--- config.mk ---
export PLATFORM = sky130hd
export DESIGN_NAME = dmem_arbiter
export DESIGN_NICKNAME = d
export VERILOG_FILES = /design/src/rtl/dmem_arbiter.sv
export SDC_FILE = /design/constraint.sdc
export NUM_CORES = 1
export LEC_CHECK = 0
export CAP_MARGIN = 20
export CORE_AREA = 2 2 124 126
export DETAILED_ROUTE_END_ITERATION = 7
export DIE_AREA = 0 0 126 128
export GPL_TIMING_DRIVEN = 1
export PLACE_DENSITY = 0.68
export SYNTH_ARGS = -nofsm -noshare
export SYNTH_HDL_FRONTEND = slang
export SYNTH_SLANG_ARGS = --single-unit
--- constraint.sdc ---
create_clock -name clk -period 10 [get_ports clk]
set_input_delay 2.5 -clock clk [delete_from_list [all_inputs] [get_ports clk]]
set_output_delay 2.5 -clock clk [all_outputs]
set_load 0.03 [all_outputs]
--- src/rtl/dmem_arbiter.sv ---
// dmem_arbiter: shares DataMem between the core MEM stage (priority) and a debug port with starvation limit and halt mode
module dmem_arbiter #(
  parameter int ADDR_W = 32,
  parameter int DATA_W = 32,
  parameter int WAIT_LIMIT = 3
) (
  input  logic              clk,
  input  logic              rst,
  input  logic              cpu_req,
  input  logic              cpu_we,
  input  logic [ADDR_W-1:0] cpu_addr,
  input  logic [DATA_W-1:0] cpu_wdata,
  output logic [DATA_W-1:0] cpu_rdata,
  output logic              cpu_stall,
  input  logic              dbg_req,
  input  logic              dbg_we,
  input  logic [ADDR_W-1:0] dbg_addr,
  input  logic [DATA_W-1:0] dbg_wdata,
  output logic              dbg_gnt,
  output logic [DATA_W-1:0] dbg_rdata,
  output logic              dbg_rvalid,
  input  logic              dbg_halt,
  output logic              halted,
  output logic [15:0]       stall_cnt,
  output logic              mem_we,
  output logic [ADDR_W-1:0] mem_addr,
  output logic [DATA_W-1:0] mem_wdata,
  input  logic [DATA_W-1:0] mem_rdata
);
  localparam int CW = $clog2(WAIT_LIMIT + 1);
  typedef enum logic {RUN, HALTED} state_t;
  state_t state, state_nx;
  logic [CW-1:0] wait_cnt;
  logic cpu_go;
  always_ff @(posedge clk or posedge rst)
    if (rst) begin
      state <= RUN;
      wait_cnt <= '0;
      dbg_rdata <= '0;
      dbg_rvalid <= 1'b0;
      stall_cnt <= '0;
    end else begin
      state <= state_nx;
      wait_cnt <= (dbg_req && !dbg_gnt) ? wait_cnt + CW'(1) : '0;
      dbg_rvalid <= dbg_gnt && !dbg_we;
      if (dbg_gnt && !dbg_we) dbg_rdata <= mem_rdata;
      stall_cnt <= stall_cnt + 16'(cpu_stall && stall_cnt != 16'hFFFF);
    end
  always_comb begin
    state_nx = dbg_halt ? HALTED : RUN;
    halted = state == HALTED;
    dbg_gnt = !rst && dbg_req && (halted || !cpu_req || wait_cnt == CW'(WAIT_LIMIT));
    cpu_stall = !rst && (halted || (cpu_req && dbg_gnt));
    cpu_go = !rst && cpu_req && !cpu_stall;
    mem_we = dbg_gnt ? dbg_we : cpu_go && cpu_we;
    mem_addr = dbg_gnt ? dbg_addr : cpu_addr;
    mem_wdata = dbg_gnt ? dbg_wdata : cpu_go ? cpu_wdata : '0;
    cpu_rdata = mem_rdata;
  end
endmodule
==> qor.txt, run 1 <==
DR vias/cell - 4.39
hold slack - 0.454 ns
area growth from synthesis to layout - 106%
I/O pin cnt - 316
placed insts - 716
Syn Inst Count - 256
setup TNS - 0 ns
global placer's final weighted congestion - 0.822
Synth area leader - dfrtp_1
worst clock skew - 0.00907 ns
TritonCTS Buffers - 5
Rows - 45
cts hold-fix bufs - 0
max_cap viols - 0
Placed Area - 6140 sq um
Pins Over Slew Limit - 0
DRT antenna net count - 0
post-route insts no fill - 724
CTS Root Cell - clkbuf_16
R2R Setup Slk - 7.63 ns
Worst Path Arrival - 5.47 ns
DR vias - 3176
ys async rst share - 100%
RSZ-0062 raised after global routing - false
Post-Syn Area - 3060 sq um
die outline width - 126 um
crit share post-route - 79.7%
Peak VDD IR - 0.100 mV
Clock Tree Buf Depth - 2
synthesis-stage register bit count - 52
met2 Use GR - 25.9%
First-pass DRT Iterations - 5
pre-CTS WS - 2.04 ns
die height - 128 um
Slew HR - 36.4%
number of antenna violations at the first check in global routing - 0
top cells by area, synth - dfrtp_1 (43%), mux2_2 (18%), a22o_1 (9.2%)
gr ovfl total - 0
HPWL after DPL - 11.5 mm
Primary FF master, synth - dfrtp_1
core area - 14900 sq um
Final Net Count - 706
top-count cell post-synth - dfrtp_1
WL/cell - 19.0 um
vias in the first global route - 3189
Die ar. - 16100 sq um
final setup violating endpoints - 0
mean area per synthesized cell - 11.9 sq um
starting density of the core - 20.6%
critical path fanouts, max - 46
Startpoint Class - input port
Worst-path clk slew - 0.06 ns
Yosys cell types - 27
GR Layer Usage met1 - 20.2%
drc violations - 0
share of cells above drive strength 1 - 11.9%
Synth warnings - 0
ANT cells - 0
clk_lat worst skew - 0.29 ns
Reg area - 1300 sq um
final worst setup slack - 2.03 ns
Post-synth EDFFs - 0
Total GRT Usage - 15.5%
CP Class - input port to primary output
worst slew pin tran - 0.954 ns
filler instances - 1426
CP Capture Type - primary output
WL final - 13.7 mm
leakage - 2.51 nW
number of cells upsized or downsized after cts - 0
first-pass GRT wire length - 19.3 mm
status - completed
Worst Hold Class - flop to flop
Tmin final - 7.97 ns
Worst EP required - 7.50 ns
Pwr Density - 142 nW/um^2
clock sink total - 52
Post-CTS Setup Bufs - 0
met3 Track Usage GR - 3.88%
Hold Fails Final Rpt - 0
H-Tree Depth - 2
TritonCTS clock tree - yes
fmax - 126 MHz
area occupied by multi-input gates - 1410 sq um
final instance area - 6310 sq um
top cells by count, synth - dfrtp_1 (52), mux2_2 (50), a22o_1 (32), buf_4 (32), mux2_1 (14)
sequential element share of the synthesized area - 42.6%
Port-buffer cells - 315
top-area cell type share of the netlist area - 42.6%
initial DRC count - 114
largest net degree at the start of global routing - 53
GR peak layer - met2
syn_nets - 427
## cells in the final DEF, fill, tap and decap left out
cell             instances
a31oi_1                  1
nand4_1                  5
nor2_1                   4
inv_1                    4
clkdlybuf4s50_1        315
nor4b_1                  1
and3b_1                  1
bufinv_16                1
clkbuf_1                 1
a22o_1                  32
or3b_1                   1
nor4_1                   4
mux2_1                  14
inv_2                    2
ha_1                     4
xor2_1                  11
xnor2_1                  3
nand2_1                  4
inv_6                    1
nor3_1                   6
nor3b_1                  2
buf_4                    3
and3_2                   1
nand3_1                  6
dfrtp_1                 52
clkbuf_16                5
a2111oi_4                1
o21a_1                   1
mux2_2                  50
## flip-flops by register name, indices dropped and copies added (netlist names)
name / flops
dbg_rdata: 32
dbg_rvalid: 1
wait_cnt: 2
stall_cnt: 16
halted: 1
## final cells by class
cell class                 count  area share, %
clock buffer                   6           2.04
clock inverter                 2          0.614
inverter                       6          0.357
multi-input combinational    152           22.3
sequential                    52           20.6
tap                          188           3.73
timing repair buffer         318           50.3
## cells by family (layout without fill, tap and decap cells)
group	after synthesis	after routing	synth area share [%]
muxes	64	64	23.6
DFF	52	52	42.6
buffers and inverters	52	332	11.8
AOI/OAI and AO/OA	35	35	10.1
and+or+nand+nor	35	35	6.34
xor gates and xnor gates	14	14	4.01
adders and majority gates	4	4	1.64
## per-layer routing
layer	wire length, um	up-vias
met5	0	-
met4	188	0
met3	974	14
met2	6830	150
met1	5740	1557
li1	-	1455
## critical path, cell delays in order
cell	delay, ns
clkdlybuf4s50_1	0.59
inv_2	0.12
and3_2	0.82
buf_4	0.44
mux2_2	0.38
clkdlybuf4s50_1	0.59
## per-stage QoR
| step | util (%) | power, mW |
|---|---|---|
| after detailed placement | 41.3 | 0.706 |
| final | 42.5 | 0.896 |
| after global routing | 42.5 | 0.938 |
| after floorplan | - | 0.496 |
| after global placement | 41.3 | 0.703 |
| after CTS | 42.5 | 0.909 |
## report_power, final
group | switching, mW | internal, mW
logic | 0.210 | 0.207
clock network | 0.0763 | 0.119
registers | 0.0335 | 0.250
## path summary, 6_finish.rpt
path                       cells after the start                         to                  start
min                                            1      wait_cnt[0]$_DFF_PP0_  wait_cnt[0]$_DFF_PP0_
max                                            6                mem_addr[7]                    rst
min in group asynchronous                      3      wait_cnt[1]$_DFF_PP0_                    rst
max reg2reg                                    5      wait_cnt[1]$_DFF_PP0_  wait_cnt[0]$_DFF_PP0_
max in group asynchronous                      3  dbg_rdata[17]$_DFFE_PP0P_                    rst
min reg2reg                                    1      wait_cnt[0]$_DFF_PP0_  wait_cnt[0]$_DFF_PP0_
No activity file was read; power rests on OpenSTA's default activity.
==> run 2: changes to the inputs <==
Settings changed: CORE_AREA 2 2 124 126 to 2 2 123 125, DIE_AREA 0 0 126 128 to 0 0 125 127, PLACE_DENSITY 0.68 to 0.69.
Clock period 10 ns to 8 ns, I/O delays scaled along.
==> run 2 against run 1 <==
Compared with the run above:
- flip-flop and latch count stayed put
- clock power grew 11%
- critical endpoint is now mem_addr[21]
- sequential share of layout area is 0.074 points higher
- utilization increased by 1.1 points
- sequential power grew 25%
- routed wire length fell by 4.4%
- final cell count is 0.55% lower
- power rose by 22%
- combinational power grew 24%
- setup slack got worse by 0.86 ns
==> qor.txt, run 2 (synthesis results as in run 1) <==
status - completed
post-route insts no fill - 720 (-0.55%)
global placer's final weighted congestion - 0.871 (+6.0%)
DRT antenna net count - 0 (unchanged)
critical path fanouts, max - 40 (-13%)
area growth from synthesis to layout - 106%
placed insts - 712 (-0.56%)
worst slew pin tran - 0.769 ns (-0.185 ns)
TritonCTS clock tree - yes
Rows - 44 (-2.2%)
core area - 14400 sq um (-3.0%)
share of cells above drive strength 1 - 11.9% (unchanged)
Clock Tree Buf Depth - 2 (unchanged)
Hold Fails Final Rpt - 0 (unchanged)
number of antenna violations at the first check in global routing - 0 (unchanged)
CTS Root Cell - clkbuf_16
crit-path max cell delay - 0.75 ns (-0.07 ns)
CP Capture Type - primary output
Worst Path Arrival - 4.83 ns (-0.64 ns)
Top reg by flops - dbg_rdata
max_cap viols - 0 (unchanged)
top flop regs - dbg_rdata (32), stall_cnt (16), wait_cnt (2)
Total GRT Usage - 15.2% (-0.36 points)
WL/cell - 18.3 um (-3.8%)
I/O pin cnt - 316 (unchanged)
R2R Setup Slk - 5.78 ns (-1.85 ns)
crit share post-route - 85.3%
Post-CTS Setup Bufs - 0 (unchanged)
critical path's slowest cell - and3_2
most frequent cells in the layout - clkdlybuf4s50_1 (315), dfrtp_1 (52), mux2_2 (50)
Final Net Count - 706 (unchanged)
Critical path origin - dbg_req
First-pass DRT Iterations - 4 (-1)
Worst Hold Class - flop to flop
H-Tree Depth - 2 (unchanged)
Worst-path clk slew - 0.07 ns (about the same)
final instance area - 6290 sq um (-0.36%)
vias in the first global route - 3340 (+4.7%)
number of cells upsized or downsized after cts - 0 (unchanged)
Layout Utilization - 43.6% (+1.1 points)
Hold EP - wait_cnt[0]$_DFF_PP0_
Pins Over Slew Limit - 0 (unchanged)
drc violations - 0 (unchanged)
DR vias/cell - 4.32 (-1.5%)
Slew HR - 48.8% (+12 points)
Largest register FFs - 32 (unchanged)
Die ar. - 15900 sq um (-1.6%)
gr ovfl total - 0 (unchanged)
Peak VDD IR - 0.146 mV (+46%)
CP Class - input port to primary output
HPWL after DPL - 10.9 mm (-4.9%)
fmax - 146 MHz
Worst EP required - 6.00 ns (-1.50 ns)
hold_sp - wait_cnt[0]$_DFF_PP0_
initial DRC count - 96 (-16%)
TritonCTS Buffers - 5 (unchanged)
Cell Chain, Critical Path - clkdlybuf4s50_1 > and3_2 > buf_4 > mux2_2 > clkdlybuf4s50_1
die height - 127 um (-0.78%)
largest net degree at the start of global routing - 53 (unchanged)
Port-buffer cells - 315 (unchanged)
hold path depth - 1 (unchanged)
worst r2r dst - stall_cnt[8]$_DFF_PP0_
final setup violating endpoints - 0 (unchanged)
clk_lat worst skew - 0.29 ns (about the same)
Tmin final - 6.83 ns
DR vias - 3111 (-2.0%)
worst clock skew - 0.00925 ns (+0.000174 ns)
leakage - 2.50 nW (-0.45%)
Startpoint Class - input port
hold slack - 0.452 ns (-0.00231 ns)
Placed Area - 6140 sq um (about the same)
cts hold-fix bufs - 0 (unchanged)
first-pass GRT wire length - 19.1 mm (-1.4%)
setup TNS - 0 ns (unchanged)
commonest non-fill, non-tap cell in the layout - clkdlybuf4s50_1
die outline width - 125 um (-0.79%)
CP most frequent cell - clkdlybuf4s50_1
RSZ-0062 raised after global routing - false
starting density of the core - 21.2% (+0.63 points)
ANT cells - 0 (unchanged)
Pwr Density - 173 nW/um^2 (+22%)
WL final - 13.1 mm (-4.4%)
R2R depth - 8 (+3)
clock sink total - 52 (unchanged)
worst r2r src - stall_cnt[4]$_DFF_PP0_
filler instances - 1368 (-4.1%)
-- run 2: changes by cell type in the layout (fill, tap and decap cells not counted), sizes merged --
cell,previous run,this run
inv,7,6
clkinvlp,0,1
clkbuf,6,7
bufinv,1,0
-- run 2: per-layer routing --
layer / GRT usage [%] / wire length, um
met2: 26.8 / 6700
met1: 18.6 / 5310
met3: 5.15 / 1030
met4: 1.57 / 93
met5: 0 / 0
-- run 2: per-stage QoR --
| step | setup slack (ns) | power (mW) |
|---|---|---|
| floorplan | 1.82 | 0.620 |
| global placement | 1.28 | 0.876 |
| detailed placement | 1.18 | 0.881 |
| CTS | 1.18 | 1.10 |
| global route | 1.02 | 1.14 |
| finish | 1.17 | 1.09 |
-- run 2: critical path, delay by kind of cell --
kind	cells	cell delay, ns
buffers and inverters	3	1.66
and+or+nand+nor	1	0.75
muxes	1	0.38
-- run 2: how the worst max path moves through the flow --
| stage | end | slack, ns | depth (start not counted) |
|---|---|---|---|
| global placement | mem_addr[22] | 1.28 | 5 |
| floorplan | mem_wdata[24] | 1.82 | 5 |
| detailed placement | mem_addr[21] | 1.18 | 5 |
| finish | mem_addr[21] | 1.17 | 5 |
| global route | mem_addr[10] | 1.02 | 6 |
| CTS | mem_addr[9] | 1.18 | 6 |
-- run 2: area by class of cell --
class                   count  area, sq um  area share, %
inverters                   6         22.5          0.358
multi-input cells         152         1410           22.4
clock inverters             1         7.51          0.119
clock buffers               7          143           2.27
repair buffers            318         3180           50.5
flip-flops and latches     52         1300           20.7
well taps                 184          230           3.66
-- run 2: power by group --
| group | switching, mW | leakage (nW) | internal (mW) |
|---|---|---|---|
| clock | 0.0913 | 0.0701 | 0.125 |
| sequential | 0.0423 | 0.641 | 0.313 |
| combinational | 0.260 | 1.79 | 0.258 |
| total | 0.394 | 2.50 | 0.696 |
